==> src/rtl/round_timer_ctrl.sv <==
// Per-round countdown controller: gates the tick prescaler, times each round,
// takes player answers and keeps the score across a fixed number of rounds.
module round_timer_ctrl #(
  parameter int unsigned ROUND_TIME = 30,
  parameter int unsigned MAX_ROUNDS = 4,
  parameter int unsigned TIME_W     = 6,
  parameter int unsigned ROUND_W    = 3
) (
  input  logic               clk,
  input  logic               rst,
  input  logic               start,
  input  logic               pause_req,
  input  logic               tick,
  input  logic               answer_valid,
  input  logic               answer_correct,
  output logic               count_en,
  output logic [TIME_W-1:0]  time_left,
  output logic [ROUND_W-1:0] round_idx,
  output logic [ROUND_W:0]   score,
  output logic [2:0]         state,
  output logic               round_done,
  output logic               round_win,
  output logic               timeout,
  output logic               game_over
);

  localparam int unsigned SCORE_W = ROUND_W + 1;
  localparam logic [TIME_W-1:0]  LOAD_VAL   = TIME_W'(ROUND_TIME);
  localparam logic [ROUND_W-1:0] LAST_ROUND = ROUND_W'(MAX_ROUNDS - 1);
  localparam logic [TIME_W-1:0]  TIME_ONE   = TIME_W'(1);

  typedef enum logic [2:0] {
    ST_IDLE   = 3'd0,
    ST_LOAD   = 3'd1,
    ST_RUN    = 3'd2,
    ST_PAUSED = 3'd3,
    ST_RESULT = 3'd4,
    ST_DONE   = 3'd5
  } state_e;

  state_e               state_q,      state_d;
  logic                 count_en_q,   count_en_d;
  logic [TIME_W-1:0]    time_left_q,  time_left_d;
  logic [ROUND_W-1:0]   round_idx_q,  round_idx_d;
  logic [SCORE_W-1:0]   score_q,      score_d;
  logic                 round_done_q, round_done_d;
  logic                 round_win_q,  round_win_d;
  logic                 timeout_q,    timeout_d;
  logic                 game_over_q,  game_over_d;

  // State and output registers
  always_ff @(posedge clk) begin
    if (rst) begin
      state_q      <= ST_IDLE;
      count_en_q   <= 1'b0;
      time_left_q  <= '0;
      round_idx_q  <= '0;
      score_q      <= '0;
      round_done_q <= 1'b0;
      round_win_q  <= 1'b0;
      timeout_q    <= 1'b0;
      game_over_q  <= 1'b0;
    end else begin
      state_q      <= state_d;
      count_en_q   <= count_en_d;
      time_left_q  <= time_left_d;
      round_idx_q  <= round_idx_d;
      score_q      <= score_d;
      round_done_q <= round_done_d;
      round_win_q  <= round_win_d;
      timeout_q    <= timeout_d;
      game_over_q  <= game_over_d;
    end
  end

  // Next-state and next-output logic
  always_comb begin
    state_d      = state_q;
    time_left_d  = time_left_q;
    round_idx_d  = round_idx_q;
    score_d      = score_q;
    round_win_d  = round_win_q;
    round_done_d = 1'b0;
    timeout_d    = 1'b0;

    unique case (state_q)
      ST_IDLE: begin
        if (start) begin
          state_d     = ST_LOAD;
          score_d     = '0;
          round_idx_d = '0;
        end
      end

      ST_LOAD: begin
        time_left_d = LOAD_VAL;
        state_d     = ST_RUN;
      end

      // An answer beats a tick, and a tick beats a pause request
      ST_RUN: begin
        if (answer_valid) begin
          round_win_d = answer_correct;
          score_d     = score_q + SCORE_W'(answer_correct);
          state_d     = ST_RESULT;
        end else if (tick) begin
          if (time_left_q == TIME_ONE) begin
            time_left_d = '0;
            timeout_d   = 1'b1;
            round_win_d = 1'b0;
            state_d     = ST_RESULT;
          end else if (time_left_q > TIME_ONE) begin
            time_left_d = time_left_q - TIME_ONE;
          end
        end else if (pause_req) begin
          state_d = ST_PAUSED;
        end
      end

      ST_PAUSED: begin
        if (!pause_req) begin
          state_d = ST_RUN;
        end
      end

      ST_RESULT: begin
        round_done_d = 1'b1;
        if (round_idx_q == LAST_ROUND) begin
          state_d = ST_DONE;
        end else begin
          round_idx_d = round_idx_q + ROUND_W'(1);
          state_d     = ST_LOAD;
        end
      end

      ST_DONE: begin
        if (start) begin
          state_d     = ST_LOAD;
          score_d     = '0;
          round_idx_d = '0;
        end
      end

      default: begin
        state_d = ST_IDLE;
      end
    endcase

    // Registered from next state so these track the state register exactly
    count_en_d  = (state_d == ST_RUN);
    game_over_d = (state_d == ST_DONE);
  end

  assign state      = state_q;
  assign count_en   = count_en_q;
  assign time_left  = time_left_q;
  assign round_idx  = round_idx_q;
  assign score      = score_q;
  assign round_done = round_done_q;
  assign round_win  = round_win_q;
  assign timeout    = timeout_q;
  assign game_over  = game_over_q;

endmodule

==> config.mk <==
export PLATFORM = sky130hd
export DESIGN_NAME = round_timer_ctrl
export DESIGN_NICKNAME = d
export VERILOG_FILES = /design/src/rtl/round_timer_ctrl.sv
export SDC_FILE = /design/constraint.sdc
export NUM_CORES = 1
export LEC_CHECK = 0
export BUFFER_PORTS_ARGS = -buffer_cell sky130_fd_sc_hd__buf_2
export CAP_MARGIN = 15
export CORE_AREA = 2 2 55 57
export CTS_BUF_LIST = sky130_fd_sc_hd__clkbuf_4 sky130_fd_sc_hd__clkbuf_8
export DETAILED_ROUTE_END_ITERATION = 16
export DIE_AREA = 0 0 57 59
export HOLD_SLACK_MARGIN = 0.15
export PLACE_DENSITY = 0.72
export SLEW_MARGIN = 5
export SYNTH_ARGS = -nofsm -noshare
export SYNTH_HDL_FRONTEND = slang
export SYNTH_SLANG_ARGS = --single-unit
export TNS_END_PERCENT = 50
==> constraint.sdc <==
create_clock -name clk -period 1.6 [get_ports clk]
set_input_delay 0.08 -clock clk [delete_from_list [all_inputs] [get_ports clk]]
set_output_delay 0.08 -clock clk [all_outputs]
set_load 0.01 [all_outputs]
* Yosys cells after proc, flatten, opt, wreduce, memory -nomap -nowiden
Cells that the tools add are included. Widths: inputs -> output; s select.
Word-level totals: bits in registers 21, bits in latches 0, bits in writable memories 0, memory bits (read-only) 0, word-level logic and storage cells 66, memories kept 0
Operators by class: $add $sub $neg 3, multipliers 0, div/mod/pow operators 0, order comparisons 1, eq/ne operators 15, shift-type cells 0, muxes and demuxes 24, bitwise gates (word level) 2, reduce and logical (&&, ||, !) cells 12
Operators by type and width (number):
- $mux 3 | 9
- $mux 6 | 4
- $pmux 3 s5 | 1
- $eq 3x2->1 const B | 4
- $pmux 6 s2 | 1
- $reduce_bool 2->1 | 5
- $eq 3x3->1 const B | 3
- $reduce_and 3->1 | 3
- $mux 4 | 2
- $ne 2x2->1 const B | 4
- $pmux 4 s2 | 1
- $eq 6x1->1 const B | 1
- $gt 6x1->1 const B | 1
- $pmux 3 s2 | 1
- $sub 6x1->6 const B | 1
- $mux 1 | 5
- $add 4x1->4 | 1
- $reduce_and 4->1 | 1
- $reduce_or 4->1 | 1
- $add 3x1->3 const B | 1
- $eq 3x1->1 const B | 1
- $logic_not 3->1 | 1
- $ne 3x3->1 const B | 1
- $ne 2x1->1 const B | 1
- other kinds (2) | 3

* Logic depth before layout (Yosys ltp)
Gate-level depths: netlist of the first run.
depth in word-level cells 6, mapped depth 6

* Least setup slack after synthesis of the first run
Ideal clock, no wire load.
kind reg-to-reg, start register state_q[1], in the netlist state[1], end register time_left_q[3], in the netlist time_left[3], library setup time 135 ps, arrival 1621 ps, data required time 1465 ps, setup slack -156 ps, stages on the path, launching flop included 6, buffers on the path 1, period minus slack after synthesis 1756 ps, path through dfxtp_1 > or3b_1 > buf_2 > a311o_4 > a2111oi_2 > o32ai_1
Between the ends: word-level cells in the longest chain between the ends 3, elaborated cells on any way between the ends 8, those cells by class 5 x eq/ne; 1 x mux; 2 x reduce/logical
RTL lines:
- start: declaration | RTL line 41 | state_e state_q, state_d;
- start signal: assignment | RTL line 64 | state_q <= state_d;
- $eq 3x2->1 / $eq 3x1->1 (equally long branches) | RTL line 86 | unique case (state_q)
- $ne 3x3->1 (no line) (tied with other cells)
- $reduce_and 4->1 (no line)
- end signal: assignment | RTL line 66 | time_left_q <= time_left_d;
- end: declaration | RTL line 43 | logic [TIME_W-1:0] time_left_q, time_left_d;
Several ways; a longest one is shown, not always the timed one. A chain may end at the register's enable or synchronous reset.

* Worst setup path in the final report of the first run
start register state_q[2], in the netlist state[2], end register time_left_q[3], in the netlist time_left[3]
Same word-level chain as after synthesis.

==> results of run 1 <==
==> logic make-up after synthesis <==
kind of cell,count (synthesis),share of synthesized area
simple gates,52,0.259
fa+ha+maj,6,0.0667
flops,21,0.374
mux,1,0.00890
buf+inv,14,0.0489
compound gates,41,0.242
==> final timing paths <==
kind,endpoint,slack (ps),depth (start not counted)
max,time_left[3]$_SDFFE_PP0P_,2,4
min,round_done$_SDFF_PP0_,160,2
max reg2reg,time_left[3]$_SDFFE_PP0P_,2,4
min reg2reg,round_win$_SDFFE_PP0P_,490,2
==> flip-flops by register name, summed over array words and instances (netlist names) <==
| signal | count |
|---|---|
| count_en | 1 |
| game_over | 1 |
| round_win | 1 |
| round_idx | 3 |
| score | 4 |
| round_done | 1 |
| time_left | 6 |
| timeout | 1 |
| state | 3 |
==> layout make-up <==
class | count | share of cell area
multi-input combinational | 100 | 0.465
sequential | 21 | 0.281
timing repair buffer | 45 | 0.188
tap | 31 | 0.0257
clock buffer | 4 | 0.0199
inverter | 8 | 0.0199
==> what timing repair did <==
action                     4_1_cts  5_1_grt
setup buffers                    0        0
gates resized for setup          2       10
hold buffers                     4        0
pin swaps                        0        2
hold endpoints to repair         5        0
setup endpoints to repair        2        6
==> worst reg2reg max path, stage by stage (launching register included) <==
cell and delay (ps):
dfxtp_2 340, or3b_4 390, a311o_4 370, a2111oi_4 290
o32ai_1 100
==> cells in the mapped netlist (all sizes together) <==
library cell / count
nand4: 2
a22oi: 1
o22a: 1
nor3b: 2
o2111ai: 1
a21oi: 14
o32ai: 3
a2111oi: 1
nand2b: 9
nand2: 10
and2: 2
nor3: 2
o21bai: 1
a31oi: 5
o22ai: 2
nand3: 4
or3b: 2
mux2i: 1
ha: 6
buf: 2
inv: 7
or3: 3
or2: 2
nor4: 4
clkbuf: 4
clkinv: 1
a211oi: 3
nor2b: 3
dfxtp: 21
a311o: 1
nor2: 7
o21ai: 7
a21boi: 1
==> routing by layer <==
layer | track usage | part of all wire | wire (um) | vias to the layer above
li1 | - | - | - | 586
met1 | 0.218 | 0.45 | 1250 | 512
met2 | 0.300 | 0.48 | 1340 | 32
met3 | 0.0349 | 0.054 | 149 | 2
met4 | 0.0498 | 0.0090 | 25 | 0
met5 | 0 | 0 | 0 | -
==> power breakdown <==
group | total (mW) | leakage [nW] | internal (mW) | switching [mW]
clock network | 0.277 | 0.0184 | 0.115 | 0.163
registers | 0.561 | 0.172 | 0.545 | 0.0154
logic | 0.290 | 0.434 | 0.131 | 0.159
==> summary.md, run 1 <==
| Metric | Value |
|---|---|
| Status | finished, final reports clean |
| Register area share after synthesis | 0.374 |
| Clock Sinks | 21 |
| Peak supply drop | 0.000575 V |
| Die area | 0.00336 mm^2 |
| Delay-heaviest family, CP | compound AO/OA/AOI/OAI gates |
| CP peak stage delay | 390 ps |
| Gate Count Post-Synth | 135 |
| Clock Latency Late Sink | 310 ps |
| Multi-input logic area | 703 um^2 |
| Syn nets | 148 |
| Pins Over Slew Limit | 0 |
| Final setup violating endpoints | 0 |
| Final core utilization | 0.558 |
| CP cell instances | or3b_4 > a311o_4 > a2111oi_4 > o32ai_1 |
| Max Freq | 0.626 GHz |
| First-pass GRT wire length | between 4 and 5 mm |
| CTS root buffer | clkbuf_4 |
| Synth top area cells | dfxtp_1, ha_1, a21oi_1, nand2b_1, nand2_1 |
| Final Cycle Share | 0.999 |
| Buf/Inv on CP | 0 |
| Clock skew | 5.45 ps |
| Crit Path Max Fanout | 5 |
| Filler cells | 254 |
| Final Net Count | 192 |
| HPWL Detailed | 2.06 mm |
| Post-synth top area cell | dfxtp_1 |
| Worst-Margin Slew | 385 ps |
| Vias | approximately 1,100 |
| Ant. Diodes | 0 |
| Vias in the first global route | 1,049 |
| Largest net degree at the start of global routing | 22 |
| CTS tree | done |
| Synthesis Warnings | 0 |
| Share of layout cells above drive strength 1 | 0.348 |
| Hold wc startpoint | rst |
| Die width | 57 um |
| CP startpoint | state[2]$_SDFF_PP0_ |
| Wire per inst | between 10 and 15 um |
| Design area | ~0.0015 mm^2 |
| Unique masters post-synth | 36 |
| CTS clk-pin slew, worst paths | roughly 110 ps |
| DRT antenna net count | 0 |
| Max_cap viols | 0 |
| Power density cells | ~750 mW/mm^2 |
| Core ar. | 0.00271 mm^2 |
| Initial antenna violation count | 0 |
| CP arrival | 1790 ps |
| Unrepaired setup endpoints after global routing | true |
| Final WS setup | 2.30 ps |
| # rows | 19 |
| Die height | 59 um |
| Drt pass-1 iters | 4 |
| Yosys top cell area share | 0.374 |
| Setup CP Type | flip-flop to flip-flop |
| Setup tns final | 0 ps |
| Worst Hold Class | input port to flip-flop |
| Critical path's slowest cell | or3b_4 |
| GR Overflow Total | 0 |
| Register area | 425 um^2 |
| Dpl cells | 201 |
| Starting density of the core | 0.415 |
| Commonest non-fill, non-tap cell in the layout | buf_2 |
| I/O Buffers | 27 |
| Gpl congestion | a little over 0.8 |
| Tmin final | ~1600 ps |
| Syn Std Cell Area | 0.00112 mm^2 |
| Iteration-0 DRC Markers | 30 |
| CP Capture Type | flip-flop |
| Pre-CTS setup slack | -10.3 ps |
| Synthesized flop and latch total | 21 |
| Most frequent cells in the layout | buf_2, dfxtp_1, a21oi_1, buf_4, nand2_1 |
| Cts bufs inserted | 3 |
| CP startpoint kind | flip-flop |
| I/O pin cnt | 28 |
| H-tree Lvls | 1 |
| Final Hold Vio Count | 0 |
| Data required, critical path | 1790 ps |
| P_leak | 0.625 nW |
| Total Power | 1.13 mW |
| Worst hold slack | roughly 160 ps |
| Final non-filler cell total | 209 |
| DR vias/cell | 5.42 |
| P&R area growth vs syn | 34.4% |
| Global-route usage over all layers | 0.173 |
| DRC violations left | 0 |
| Reg2Reg Launch Point | state[2]$_SDFF_PP0_ |
| Post-Place Cell Area | 0.00139 mm^2 |
| Drt total wl | 2.76 mm |
| Syn avg cell area | 8.33 um^2 |
| Clk buf depth | 2 |
| Slew margin rel. | 0.743 |
No activity file was read; power rests on OpenSTA's default activity.
==> run 2: changes to the inputs <==
Settings changed: CELL_PAD_IN_SITES_DETAIL_PLACEMENT from default to 1, CELL_PAD_IN_SITES_GLOBAL_PLACEMENT from default to 1, CORE_AREA 2 2 55 57 to 2 2 59 61, DIE_AREA 0 0 57 59 to 0 0 61 63, PLACE_DENSITY 0.72 to 0.82.
==> run 2 against run 1 <==
  * The flow now finishes with violations (setup timing)
  * Total power grew 0.13%
  * Via count grew 4.9%
  * Clock skew up 3.6 ps
  * Clock-buffer cell count fell by 1
  * Wire length is 21% higher
  * Sequential power is essentially flat
  * Sequential cell count unchanged
  * Global-route usage rose by 1.3 points
  * First-iteration DRC count grew 10%
  * Die area grew 14%
==> summary.md, run 2 (same netlist as run 1, synthesis figures left out) <==
| Metric | Value |
|---|---|
| Status | finished, violations left (was finished, final reports clean) |
| Failing checks | setup timing |
| Reg2Reg Launch Point | state[2]$_SDFF_PP0_ (unchanged) |
| CP startpoint kind | flip-flop (unchanged) |
| # rows | 21 (was 19) |
| Global-route usage over all layers | 0.186 (was 0.173) |
| Unrepaired setup endpoints after global routing | true (unchanged) |
| First-pass GRT wire length | 5.49 mm (was 4.62 mm) |
| WP depth | 4 (unchanged) |
| Vias | 1,187 (was 1,132) |
| Power density cells | 740 mW/mm^2 (was 746 mW/mm^2) |
| DR vias/cell | 5.28 (was 5.42) |
| Die width | 61 um (was 57 um) |
| CP cell instances | or3b_4 > a311o_4 > a2111oi_4 > o32ai_1 (unchanged) |
| Design area | 0.00153 mm^2 (was 0.00151 mm^2) |
| Part of the power in combinational logic | 0.265 (was 0.257) |
| Max Freq | 0.622 GHz (was 0.626 GHz) |
| Clock Latency Late Sink | 320 ps (was 310 ps) |
| Pint | 0.770 mW (was 0.791 mW) |
| Die height | 63 um (was 59 um) |
| HPWL Detailed | 2.52 mm (was 2.06 mm) |
| DRC violations left | 0 (unchanged) |
| Max_cap viols | 0 (unchanged) |
| Post-Place Cell Area | 0.00142 mm^2 (was 0.00139 mm^2) |
| Final WS setup | -7.89 ps (was 2.30 ps) |
| Final core utilization | 0.472 (was 0.558) |
| Most frequent cells in the layout | buf_2, dfxtp_1, buf_4 (was buf_2, dfxtp_1, a21oi_1, buf_4, nand2_1) |
| Total Power | 1.13 mW (about the same) |
| Sw Share | 0.319 (was 0.299) |
| Slew margin rel. | 0.735 (was 0.743) |
| Iteration-0 DRC Markers | 33 (was 30) |
| Pre-CTS setup slack | -37.8 ps (was -10.3 ps) |
| Cts bufs inserted | 3 (unchanged) |
| Peak supply drop | 0.000303 V (was 0.000575 V) |
| Clock Power Share | 0.240 (was 0.246) |
| CP startpoint | state[2]$_SDFF_PP0_ (unchanged) |
| Critical path's slowest cell | or3b_4 (unchanged) |
| Pins Over Slew Limit | 0 (unchanged) |
| Gpl congestion | 0.839 (was 0.812) |
| Reg-to-reg slack, setup | -8 ps (was 2 ps) |
| Drt total wl | 3.34 mm (was 2.76 mm) |
| Share of layout cells above drive strength 1 | 0.346 (was 0.348) |
| P_sw | 0.360 mW (was 0.337 mW) |
| Final Net Count | 193 (was 192) |
| Crit Path Max Fanout | 6 (was 5) |
| Core ar. | 0.00323 mm^2 (was 0.00271 mm^2) |
| Vias in the first global route | 1,211 (was 1,049) |
| I/O pin cnt | 28 (unchanged) |
| Buf/Inv on CP | 0 (unchanged) |
| Final non-filler cell total | 225 (was 209) |
| Worst Hold Class | input port to flip-flop (unchanged) |
| Worst-Margin Slew | 398 ps (was 385 ps) |
| P_leak | 0.626 nW (was 0.625 nW) |
| Drt pass-1 iters | 4 (unchanged) |
| Reg-to-reg endpoint | time_left[3]$_SDFFE_PP0P_ (unchanged) |
| P&R area growth vs syn | 35.7% (was 34.4%) |
| GR Overflow Total | 0 (unchanged) |
| CTS clk-pin slew, worst paths | 130 ps (was 110 ps) |
| Commonest non-fill, non-tap cell in the layout | buf_2 (unchanged) |
| Dpl cells | 217 (was 201) |
| CTS root buffer | clkbuf_4 (unchanged) |
| CP endpoint | time_left[3]$_SDFFE_PP0P_ (unchanged) |
| CP arrival | 1820 ps (was 1790 ps) |
| Delay-heaviest family, CP | compound AO/OA/AOI/OAI gates (unchanged) |
| Clock Sinks | 21 (unchanged) |
| CP peak stage delay | 400 ps (was 390 ps) |
| Final Cycle Share | 1.00 (was 0.999) |
| Seq pwr share | 0.495 (was 0.497) |
| I/O Buffers | 27 (unchanged) |
| CP Capture Type | flip-flop (unchanged) |
| Final setup violating endpoints | 2 (was 0) |
| H-tree Lvls | 1 (unchanged) |
| Setup tns final | -12.2 ps (was 0 ps) |
| Data required, critical path | 1810 ps (was 1790 ps) |
| Starting density of the core | 0.348 (was 0.415) |
| R2R depth | 4 (unchanged) |
| Max reg flops | 6 (unchanged) |
| Worst hold slack | 174 ps (was 163 ps) |
| Die area | 0.00384 mm^2 (was 0.00336 mm^2) |
| Setup CP Type | flip-flop to flip-flop (unchanged) |
| Final Hold Vio Count | 0 (unchanged) |
| Initial antenna violation count | 0 (unchanged) |
| Tmin final | 1610 ps (was 1600 ps) |
| Ant. Diodes | 0 (unchanged) |
| CTS tree | done (unchanged) |
| Wire per inst | 14.8 um (was 13.2 um) |
| Largest net degree at the start of global routing | 22 (unchanged) |
| DRT antenna net count | 0 (unchanged) |
| Clk buf depth | 2 (unchanged) |
| Clock skew | 9.02 ps (was 5.45 ps) |
[run 2: final cells by class]
type,count,area (um^2)
clock buffers,3,22.5
flip-flops and latches,21,424
inverters,8,30.0
repair buffers,46,288
multi-input cells,100,699
fillers,416,1710
well taps,46,57.6
clock inverters,1,5.00
[run 2: worst min-delay path by stage]
| stage | start | to | slack [ps] | cells after the start |
|---|---|---|---|---|
| 6_report | rst | round_win$_SDFFE_PP0P_ | 170 | 2 |
| 5_1_grt | rst | time_left[0]$_SDFFE_PP0P_ | 190 | 2 |
| 3_5_place_dp | answer_correct | round_win$_SDFFE_PP0P_ | 390 | 3 |
| 4_1_cts | rst | round_win$_SDFFE_PP0P_ | 180 | 2 |
| 2_1_floorplan | answer_valid | round_win$_SDFFE_PP0P_ | 230 | 2 |
| 3_3_place_gp | answer_correct | round_win$_SDFFE_PP0P_ | 380 | 3 |
[run 2: power by group through the flow]
stage	Clock, mW	Combinational, mW	Sequential, mW
2_1_floorplan	0	0.146	0.587
3_3_place_gp	0	0.262	0.570
3_5_place_dp	0	0.275	0.571
4_1_cts	0.279	0.289	0.559
5_1_grt	0.299	0.327	0.562
6_report	0.271	0.299	0.559
[run 2: repair_timing]
item	4_1_cts	5_1_grt
gates resized for setup	1	8
hold endpoints to repair	5	0
hold buffers	4	0
buffers inserted	0	0
cloned	0	0
setup endpoints to repair	2	5
[run 2: metal layers]
layer | wire length, um | vias up | GRT usage
li1 | - | 579 | -
met2 | 1720 | 23 | 0.317
met1 | 1470 | 580 | 0.231
met4 | 40 | 0 | 0.0571
met3 | 103 | 5 | 0.0311
met5 | 0 | - | 0
==> run 3: changes to the inputs <==
Settings changed: ABC_AREA from default to 1, CORE_AREA 2 2 59 61 to 5 5 65 67, DIE_AREA 0 0 61 63 to 0 0 70 72.
==> run 3 against run 2 <==
  * The run now ends clean
  * Die area is 31% higher
  * Sequential power is 21% higher
  * Via count is 4.5% higher
  * Register-to-register slack better by 130 ps
  * Core utilization is 6.0 points lower
  * Sequential cell count stayed put
  * Sequential share of layout area is 0.69 points higher
  * Total power is 64% higher
  * Critical path type unchanged
==> summary.md, run 3 <==
| Metric | Value |
|---|---|
| CP arrival | 1690 ps (was 1820 ps) |
| Delay-heaviest family, CP | simple AND/OR/NAND/NOR gates (was compound AO/OA/AOI/OAI gates) |
| Reg2Reg Launch Point | time_left[0]$_SDFFE_PP0P_ (was state[2]$_SDFF_PP0_) |
| Status | finished, final reports clean (was finished, violations left) |
| HPWL Detailed | 2.56 mm (was 2.52 mm) |
| Buf/Inv on CP | 2 (was 0) |
| Final Hold Vio Count | 0 (unchanged) |
| Syn nets | 187 (was 148) |
| GR Util met2 | 0.243 (was 0.317) |
| Largest net degree at the start of global routing | 14 (was 22) |
| Ys flop type | dfxtp_1 (unchanged) |
| Core ar. | 0.00358 mm^2 (was 0.00323 mm^2) |
| Compound-gate portion of the synthesized area | 0.0991 (was 0.242) |
| Most frequent cells in the layout | nand2_1, buf_2, nor2_1 (was buf_2, dfxtp_1, buf_4) |
| Drt total wl | 3.28 mm (was 3.34 mm) |
| Gpl congestion | 0.840 (was 0.839) |
| Max reg flops | 6 (unchanged) |
| Starting density of the core | 0.335 (was 0.348) |
| Crit Path Max Fanout | 7 (was 6) |
| Tmin final | 1480 ps (was 1610 ps) |
| Synth top cells by count | nand2_1, nor2_1, dfxtp_1, inv_1, a21oi_1 (was dfxtp_1, a21oi_1, nand2_1, nand2b_1) |
| Power density cells | 1260 mW/mm^2 (was 740 mW/mm^2) |
| DRC violations left | 0 (unchanged) |
| Post-synthesis mux area share | 0 (was 0.00890) |
| H-tree Lvls | 1 (unchanged) |
| Final Net Count | 224 (was 193) |
| Commonest non-fill, non-tap cell in the layout | nand2_1 (was buf_2) |
| Data required, critical path | 1810 ps (about the same) |
| Post-synth top area cell | dfxtp_1 (unchanged) |
| Yosys top cell area share | 0.350 (was 0.374) |
| Final setup violating endpoints | 0 (was 2) |
| Ant. Diodes | 0 (unchanged) |
| I/O pin cnt | 28 (unchanged) |
| DRT antenna net count | 0 (unchanged) |
| Wire per inst | 12.7 um (was 14.8 um) |
| CP startpoint | time_left[0]$_SDFFE_PP0P_ (was state[2]$_SDFF_PP0_) |
| Max Freq | 0.677 GHz (was 0.622 GHz) |
| Critical path's slowest cell | dfxtp_1 (was or3b_4) |
| Global-route usage over all layers | 0.136 (was 0.186) |
| Unique masters post-synth | 22 (was 36) |
| Final Cycle Share | 0.924 (was 1.00) |
| GR Overflow Total | 0 (unchanged) |
| CP cell instances | inv_2 > ha_1 > inv_1 > nor2_1 > nand3_1 > nand2_2 > nand2_4 > nand2_4 > nor2_1 > nor2_2 (was or3b_4 > a311o_4 > a2111oi_4 > o32ai_1) |
| CP peak stage delay | 400 ps (about the same) |
| Max_cap viols | 0 (unchanged) |
| P&R area growth vs syn | 23.0% (was 35.7%) |
| P_leak | 0.732 nW (was 0.626 nW) |
| Clock Latency Late Sink | 310 ps (was 320 ps) |
| Worst Hold Class | input port to flip-flop (unchanged) |
| Hold wc startpoint | pause_req (was rst) |
| First-pass GRT wire length | 5.84 mm (was 5.49 mm) |
| Clock Sinks | 21 (unchanged) |
| Synthesis Warnings | 0 (unchanged) |
| CTS root buffer | clkbuf_4 (unchanged) |
| # rows | 22 (was 21) |
| Peak supply drop | 0.000511 V (was 0.000303 V) |
| Die width | 70 um (was 61 um) |
| Clk buf depth | 2 (unchanged) |
| Vias in the first global route | 1,341 (was 1,211) |
| Dpl cells | 250 (was 217) |
| Synth async-reset ratio | 0 (unchanged) |
| Drt pass-1 iters | 4 (unchanged) |
| Most common cell in the netlist | nand2_1 (was dfxtp_1) |
| Register area | 420 um^2 (was 424 um^2) |
| Synthesized flop and latch total | 21 (unchanged) |
| Initial antenna violation count | 0 (unchanged) |
| CTS tree | done (unchanged) |
| Clock skew | 6.84 ps (was 9.02 ps) |
| CP startpoint kind | flip-flop (unchanged) |
| Syn Std Cell Area | 0.00120 mm^2 (was 0.00112 mm^2) |
| Final non-filler cell total | 258 (was 225) |
| Setup tns final | 0 ps (was -12.2 ps) |
| Adder-cell share of the synthesized area | 0.0626 (was 0.0667) |
| Setup CP Type | flip-flop to flip-flop (unchanged) |
| Multi-input logic area | 694 um^2 (was 699 um^2) |
| Post-Synth Simple-Gate Area | 0.410 (was 0.259) |
| Cts bufs inserted | 3 (unchanged) |
| Register area share after synthesis | 0.350 (was 0.374) |
| Most used routing layer | met2 (unchanged) |
| Worst-Margin Slew | 362 ps (was 398 ps) |
| Syn avg cell area | 6.90 um^2 (was 8.33 um^2) |
| Filler cells | 496 (was 416) |
| Vias | 1,241 (was 1,187) |
| Gate Count Post-Synth | 174 (was 135) |
| Largest family of logic cells by synthesized area | simple AND/OR/NAND/NOR gates (unchanged) |
| Pins Over Slew Limit | 0 (unchanged) |
| I/O Buffers | 27 (unchanged) |
| Die area | 0.00504 mm^2 (was 0.00384 mm^2) |
| Iteration-0 DRC Markers | 58 (was 33) |
| Global-route track usage on met3 | 0.0222 (was 0.0311) |
| CP Capture Type | flip-flop (unchanged) |
| CTS clk-pin slew, worst paths | 120 ps (was 130 ps) |
| DR vias/cell | 4.81 (was 5.28) |
| Die height | 72 um (was 63 um) |
| XOR/XNOR Fraction of Synth Area | 0.00730 (was 0) |
| Synth top area cells | dfxtp_1, nand2_1, nor2_1, a21oi_1, ha_1 (was dfxtp_1, ha_1, a21oi_1, nand2b_1, nand2_1) |
| Post-synth EDFFs | 0 (unchanged) |
| M1 GR Usage | 0.174 (was 0.231) |
| Unrepaired setup endpoints after global routing | false (was true) |
| Share of layout cells above drive strength 1 | 0.238 (was 0.346) |
| Slew margin rel. | 0.759 (was 0.735) |
==> run 3: changes by cell type in the layout (fill, tap and decap cells not counted), sizes merged, moves of 9 or more <==
cell	previous run	this run
nand2b	9	0
buf	42	29
nand3	4	16
nor2	7	28
inv	7	21
nand2	10	46
==> run 3: kinds of logic after synthesis <==
group	count (synthesis)
simple gates	101
compound gates	23
buf+inv	22
flops	21
fa+ha+maj	6
xor+xnor	1
==> run 3: power breakdown <==
part / switching [mW] / internal, mW
clock network: 0.168 / 0.114
registers: 0.0780 / 0.599
logic: 0.583 / 0.315
==> run 3: tightest hold or removal path: stages <==
cell and delay [ps]:
buf_2 100, nand4_1 100, o21ai_0 90, nor2_1 70, nor2_1 70
==> run 3: timing repair <==
action                     in CTS  in global routing
gates resized for setup         0                  1
hold buffers                    4                  0
hold endpoints to repair       12                  0
setup buffers                   0                  0
setup endpoints to repair       0                  5
==> run 3: worst paths after layout <==
check	end	cells after the start	slack [ps]
setup reg to reg	time_left[5]$_SDFFE_PP0P_	10	120
hold / removal	state[0]$_SDFF_PP0_	5	240
setup / recovery	time_left[5]$_SDFFE_PP0P_	10	120
hold reg to reg	round_idx[2]$_SDFFE_PP0P_	2	480
==> run 3: per-layer routing <==
layer	part of all wire	wire (um)	vias to the layer above
met5	0	0	-
met4	0.0052	17	0
li1	-	-	640
met3	0.041	134	2
met2	0.48	1560	25
met1	0.48	1560	574
==> run 3: final cells by class <==
| cell class | instances | share of cell area |
|---|---|---|
| timing repair buffer | 33 | 0.129 |
| multi-input combinational | 131 | 0.470 |
| inverter | 21 | 0.0551 |
| sequential | 21 | 0.285 |
| clock buffer | 4 | 0.0203 |
| tap | 48 | 0.0407 |
==> run 3: per-stage QoR <==
stage	power, mW	util	hold WS (ps)	cell area [um^2]	setup slack, ps
floorplan	1.31	-	152	1200	195
global route	2.03	0.413	267	1480	11.7
finish	1.86	0.413	236	1480	122
CTS	1.88	0.413	216	1480	74.4
global placement	1.56	0.393	337	1410	190
detailed placement	1.58	0.393	337	1410	90.7
